### src/rtl/watch_datetime.sv
// Calendar watch: seconds-to-years timekeeping with leap years, weekday, validated
// time set, alarm match and year-wrap pulses. All outputs are registered.
module watch_datetime #(
    parameter int YEAR_W    = 12,
    parameter int YEAR_MIN  = 1,
    parameter int YEAR_MAX  = 4095,
    parameter int RST_YEAR  = 2021,
    parameter int RST_MONTH = 5,
    parameter int RST_DAY   = 30,
    parameter int RST_DOW   = 0
) (
    input  logic              clk,
    input  logic              rst,
    input  logic              clk1sec,
    input  logic              set_time,
    input  logic [YEAR_W+39:0] bin_time,
    input  logic [2:0]        set_dow,
    input  logic              alarm_load,
    input  logic [23:0]       alarm_time,
    input  logic              alarm_en,
    output logic [YEAR_W-1:0] year,
    output logic [7:0]        month,
    output logic [7:0]        day,
    output logic [7:0]        hour,
    output logic [7:0]        minute,
    output logic [7:0]        second,
    output logic [2:0]        dow,
    output logic              set_err,
    output logic              alarm_pulse,
    output logic              wrap_pulse
);

    localparam logic [YEAR_W-1:0] YMIN = YEAR_W'(YEAR_MIN);
    localparam logic [YEAR_W-1:0] YMAX = YEAR_W'(YEAR_MAX);

    function automatic logic is_leap(input logic [YEAR_W-1:0] y);
        logic [31:0] yw;
        yw = 32'(y);
        return (((yw % 32'd4) == 32'd0) && ((yw % 32'd100) != 32'd0)) ||
               ((yw % 32'd400) == 32'd0);
    endfunction

    function automatic logic [7:0] max_day(input logic [YEAR_W-1:0] y, input logic [7:0] m);
        logic [7:0] md;
        case (m)
            8'd4, 8'd6, 8'd9, 8'd11: md = 8'd30;
            8'd2:                    md = is_leap(y) ? 8'd29 : 8'd28;
            default:                 md = 8'd31;
        endcase
        return md;
    endfunction

    logic [YEAR_W-1:0] year_q, year_d;
    logic [7:0]        month_q, month_d, day_q, day_d;
    logic [7:0]        hour_q, hour_d, minute_q, minute_d, second_q, second_d;
    logic [2:0]        dow_q, dow_d;
    logic [23:0]       alarm_q, alarm_d;
    logic              set_err_q, set_err_d, alarm_pulse_q, alarm_pulse_d;
    logic              wrap_pulse_q, wrap_pulse_d;

    logic [YEAR_W-1:0] bin_year_s;
    logic [7:0]        bin_month_s, bin_day_s, bin_hour_s, bin_minute_s, bin_second_s;
    logic              set_valid_s;

    assign bin_year_s   = bin_time[YEAR_W+39:40];
    assign bin_month_s  = bin_time[39:32];
    assign bin_day_s    = bin_time[31:24];
    assign bin_hour_s   = bin_time[23:16];
    assign bin_minute_s = bin_time[15:8];
    assign bin_second_s = bin_time[7:0];

    // Range check of a requested set; year bounds compared at 32 bits so the
    // check stays meaningful whatever YEAR_MIN/YEAR_MAX are chosen.
    assign set_valid_s = (32'(bin_year_s) >= 32'(YEAR_MIN)) &&
                         (32'(bin_year_s) <= 32'(YEAR_MAX)) &&
                         (bin_month_s >= 8'd1) && (bin_month_s <= 8'd12) &&
                         (bin_day_s >= 8'd1) &&
                         (bin_day_s <= max_day(bin_year_s, bin_month_s)) &&
                         (bin_hour_s <= 8'd23) && (bin_minute_s <= 8'd59) &&
                         (bin_second_s <= 8'd59) && (set_dow <= 3'd6);

    // Next-state: set beats tick, tick carries through the calendar.
    always_comb begin
        year_d        = year_q;
        month_d       = month_q;
        day_d         = day_q;
        hour_d        = hour_q;
        minute_d      = minute_q;
        second_d      = second_q;
        dow_d         = dow_q;
        set_err_d     = 1'b0;
        alarm_pulse_d = 1'b0;
        wrap_pulse_d  = 1'b0;

        if (alarm_load) begin
            alarm_d = alarm_time;
        end else begin
            alarm_d = alarm_q;
        end

        if (set_time) begin
            if (set_valid_s) begin
                year_d   = bin_year_s;
                month_d  = bin_month_s;
                day_d    = bin_day_s;
                hour_d   = bin_hour_s;
                minute_d = bin_minute_s;
                second_d = bin_second_s;
                dow_d    = set_dow;
            end else begin
                set_err_d = 1'b1;
            end
        end else if (clk1sec) begin
            if (second_q != 8'd59) begin
                second_d = second_q + 8'd1;
            end else begin
                second_d = 8'd0;
                if (minute_q != 8'd59) begin
                    minute_d = minute_q + 8'd1;
                end else begin
                    minute_d = 8'd0;
                    if (hour_q != 8'd23) begin
                        hour_d = hour_q + 8'd1;
                    end else begin
                        hour_d = 8'd0;
                        dow_d  = (dow_q >= 3'd6) ? 3'd0 : dow_q + 3'd1;
                        if (day_q < max_day(year_q, month_q)) begin
                            day_d = day_q + 8'd1;
                        end else begin
                            day_d = 8'd1;
                            if (month_q < 8'd12) begin
                                month_d = month_q + 8'd1;
                            end else begin
                                month_d = 8'd1;
                                if (year_q >= YMAX) begin
                                    year_d       = YMIN;
                                    wrap_pulse_d = 1'b1;
                                end else begin
                                    year_d = year_q + YEAR_W'(1);
                                end
                            end
                        end
                    end
                end
            end
            alarm_pulse_d = alarm_en && ({hour_d, minute_d, second_d} == alarm_q);
        end else begin
            set_err_d = 1'b0;
        end
    end

    // State and output registers with synchronous reset.
    always_ff @(posedge clk) begin
        if (rst) begin
            year_q        <= YEAR_W'(RST_YEAR);
            month_q       <= 8'(RST_MONTH);
            day_q         <= 8'(RST_DAY);
            hour_q        <= 8'd0;
            minute_q      <= 8'd0;
            second_q      <= 8'd0;
            dow_q         <= 3'(RST_DOW);
            alarm_q       <= 24'd0;
            set_err_q     <= 1'b0;
            alarm_pulse_q <= 1'b0;
            wrap_pulse_q  <= 1'b0;
        end else begin
            year_q        <= year_d;
            month_q       <= month_d;
            day_q         <= day_d;
            hour_q        <= hour_d;
            minute_q      <= minute_d;
            second_q      <= second_d;
            dow_q         <= dow_d;
            alarm_q       <= alarm_d;
            set_err_q     <= set_err_d;
            alarm_pulse_q <= alarm_pulse_d;
            wrap_pulse_q  <= wrap_pulse_d;
        end
    end

    assign year        = year_q;
    assign month       = month_q;
    assign day         = day_q;
    assign hour        = hour_q;
    assign minute      = minute_q;
    assign second      = second_q;
    assign dow         = dow_q;
    assign set_err     = set_err_q;
    assign alarm_pulse = alarm_pulse_q;
    assign wrap_pulse  = wrap_pulse_q;

endmodule

### config.mk
export PLATFORM = sky130hd
export DESIGN_NAME = watch_datetime
export DESIGN_NICKNAME = d
export VERILOG_FILES = /design/src/rtl/watch_datetime.sv
export SDC_FILE = /design/constraint.sdc
export NUM_CORES = 1
export LEC_CHECK = 0
export CAP_MARGIN = 20
export CORE_MARGIN = 3
export CORE_UTILIZATION = 49
export CTS_BUF_LIST = sky130_fd_sc_hd__clkbuf_16
export DETAILED_ROUTE_END_ITERATION = 12
export PLACE_DENSITY = 0.83
export SLEW_MARGIN = 20
export SYNTH_ARGS = -nofsm -noshare
export SYNTH_HDL_FRONTEND = slang
export SYNTH_SLANG_ARGS = --single-unit
### constraint.sdc
create_clock -name clk -period 8.4 [get_ports clk]
set_input_delay 1.68 -clock clk [delete_from_list [all_inputs] [get_ports clk]]
set_output_delay 1.68 -clock clk [all_outputs]
set_load 0.005 [all_outputs]
==> run summary, run 1 <==
Status: completed
Post-Synthesis Cells: 1002
Final #Nets: 1224
Starting Density: 0.507
Synthesized cell area: 0.00747 mm2
Number of global-route vias before repair: 7705
Post-layout min period: 8.12 ns
Final hold vios: 0
Worst Setup End Kind: register
Clock Latency Late Sink: 0.33 ns
Vias/cell: 6.30
LEAKAGE: 3.54 nW
Yosys warnings: 0
Commonest non-fill, non-tap cell in the layout: clkdlybuf4s50_1
Hold Path Class: reg2reg
Syn Nets: 1104
EDFF count, synth: 0
Post-DP HPWL: 17800 um
Largest family of logic cells by synthesized area: compound AO/OA/AOI/OAI gates
Core outline area: 0.0148 mm2
First-pass GRT wire length: 38500 um
Worst-Margin Slew: 0.950 ns
Cts bufs inserted: 9
Seq/Total Area, Yosys: 0.220
Non-Filler Instances: 1311
Htree depth: 3
CP max-delay cell: clkdlybuf4s50_1
Async SR Flop Fraction: 0
GP Congestion: 0.945
CTS tree: done
GRT overflow: 0
Antenna fix cells: 0
GRT Overall Usage: 0.277
Max Slew Vio Count: 0
Placed cell areas: 0.00907 mm2
Floorplan row count: 44
Final worst-path cycle share: 0.967
Final Skew: 0.00951 ns
Initial antenna violation count: 0
Top FF cell, synth: dfxtp_1
Critical path depth: 30
DP Cell Count: 1291
Root Buffer: clkbuf_16
Io pins: 143
Vert. Die Dim: 130 um
Yosys reg bits: 82
Req. time, crit path: 8.62 ns
Reg clk slew, reported paths: 0.07 ns
Die width: 130 um
Worst Setup Start Kind: input pin
Crit path largest cell delay: 0.44 ns
Number of hold buffers added after cts: 0
Fin area: 0.00941 mm2
CP max FO: 8
Pwr Total: 1.06 mW
IO buf count: 142
Relative slew slack: 0.363
Routed vias: 8265
Buf+Inv Stages, Crit Path: 5
Most frequent cells in the layout: clkdlybuf4s50_1, nor2_1, nand2_1, dfxtp_1, a21oi_1
DRC violations left: 0
WP data arrival: 8.35 ns
Max Cap Viol: 0
CP Class: in2reg
Largest net degree at the start of global routing: 72
Worst-case reg-to-reg path depth: 18
Drt initial violations: 997
Peak supply drop: 0.000108 V
Area Growth Syn to Fin: 25.9%
Compound-Gate Fraction of Synth Area: 0.285
Setup_tns: 0 ns
Reg2Reg Setup Slack: 2.13 ns
Endpoints failing setup: 0
Power density over the cells: 113 mW/mm2
Count of cell types in the netlist: 95
Filler instances: 1300
Clock sinks: 82
Syn Area/Cell: 7.46 um2
Clk buf depth: 2
Drt pass-1 iters: 5
Ratio of cells with drive above 1 in the final layout: 0.0887
Simple-gate area share of the yosys netlist: 0.281
Post-route ant nets: 0
Mux contribution to synthesized area: 0.0621
XOR/XNOR Fraction of Synth Area: 0.0644
Area of the die: 0.0168 mm2
Post-Route WL: 24200 um
Fmax: 123 MHz
CP top delay family: compound AO/OA/AOI/OAI gates
Worst path most repeated cell: buf_4
Post-DR wirelength/cell: 18.4 um
Hold Path Depth: 2
Adder-cell share of the synthesized area: 0.0338
==> synth_stat cells (17+ instances only) <==
library cell | number | area, um2
dfxtp_1 | 82 | 1640
clkbuf_1 | 43 | 161
nand2_1 | 94 | 353
inv_1 | 31 | 116
a21oi_1 | 55 | 275
o21ai_0 | 40 | 200
a31oi_1 | 17 | 106
mux2i_1 | 39 | 390
ha_1 | 17 | 213
xor2_1 | 24 | 210
nor2_1 | 107 | 402
nand3_1 | 37 | 185
nor3_1 | 44 | 220
xnor2_1 | 31 | 272
nor4_1 | 19 | 119
==> sequential cells by signal (all words and copies together) (netlist names) <==
signal / count
second: 8
month: 8
year: 12
dow: 3
alarm_pulse: 1
minute: 8
alarm_q: 24
hour: 8
wrap_pulse: 1
set_err: 1
day: 8
==> power breakdown <==
group	internal, mW	switching, mW
logic	0.133	0.141
registers	0.400	0.0131
clock network	0.202	0.172
==> worst register-to-register path, cell delays in order, from the launching register on <==
cell	delay (ns)
dfxtp_1	0.57
o31ai_4	0.49
inv_1	0.09
ha_1	0.38
o31ai_2	0.49
o211ai_1	0.31
a2bb2oi_2	0.29
nor2_2	0.28
a32oi_1	0.19
and2_1	0.20
or2_2	0.35
o21ai_1	0.26
mux2_4	0.35
a2111oi_2	0.28
a211oi_1	0.18
a211oi_4	0.68
buf_6	0.27
o211ai_1	0.11
a221o_1	0.38
==> what timing repair did <==
item	in CTS	in global routing
buffers inserted	0	3
gates resized for setup	0	7
setup endpoints to repair	0	36
==> cell type report <==
type                            instances  area, um2  share of cell area
Multi-Input combinational cell        822       5480               0.582
Tap cell                              184        230              0.0245
Timing Repair Buffer                  175       1660               0.177
Inverter                               32        120              0.0128
Clock inverter                          7       53.8             0.00572
Clock buffer                            9        225              0.0239
Sequential cell                        82       1640               0.174
==> metrics by stage <==
| stage | hold slack (ns) | util | worst slack, ns |
|---|---|---|---|
| 5_1_grt | 0.517 | 0.638 | -0.0833 |
| 4_1_cts | 0.503 | 0.634 | 0.164 |
| 2_1_floorplan | 0.457 | - | 0.434 |
| 6_report | 0.499 | 0.638 | 0.276 |
| 3_5_place_dp | 0.493 | 0.615 | -0.149 |
| 3_3_place_gp | 0.481 | 0.615 | 0.0762 |
==> logic make-up (layout without fill, tap and decap cells) <==
| logic type | count (synthesis) | after routing |
|---|---|---|
| flip-flops | 82 | 82 |
| AND/OR/NAND/NOR | 419 | 419 |
| XOR/XNOR | 55 | 55 |
| buffers and inverters | 98 | 223 |
| multiplexers | 45 | 45 |
| AO/OA/AOI/OAI | 282 | 282 |
| adder cells (fa/ha/maj) | 21 | 21 |
==> path summary, 6_finish.rpt <==
| kind | from | to |
|---|---|---|
| worst min-delay path | dow[2] | dow[2] |
| worst min register to register | dow[2] | dow[2] |
| worst max register to register | year[8] | year[2] |
| worst max-delay path | bin_time[49] | year[2] |
==> layer usage <==
layer	track usage	vias to the layer above	part of all wire
li1	-	3974	-
met1	0.387	3806	0.43
met2	0.441	438	0.47
met3	0.0305	47	0.075
met4	0.100	0	0.025
met5	0	-	0
Note: power is estimated with default switching activity, not from simulation.
==> inputs of run 2 (changes only) <==
--- a/config.mk
+++ b/config.mk
@@ -11,6 +11,7 @@
 export CTS_BUF_LIST = sky130_fd_sc_hd__clkbuf_16
 export DETAILED_ROUTE_END_ITERATION = 12
 export PLACE_DENSITY = 0.83
+export SKIP_LAST_GASP = 1
 export SLEW_MARGIN = 20
 export SYNTH_ARGS = -nofsm -noshare
 export SYNTH_HDL_FRONTEND = slang
==> results of run 2 <==
The final DEF is identical to that of run 1; final timing and power are the same.
==> inputs of run 3 (changes only) <==
--- a/config.mk
+++ b/config.mk
@@ -11,7 +11,6 @@
 export CTS_BUF_LIST = sky130_fd_sc_hd__clkbuf_16
 export DETAILED_ROUTE_END_ITERATION = 12
 export PLACE_DENSITY = 0.83
-export SKIP_LAST_GASP = 1
 export SLEW_MARGIN = 20
 export SYNTH_ARGS = -nofsm -noshare
 export SYNTH_HDL_FRONTEND = slang
==> results of run 3 <==
The final DEF is identical to that of run 1; final timing and power are the same.
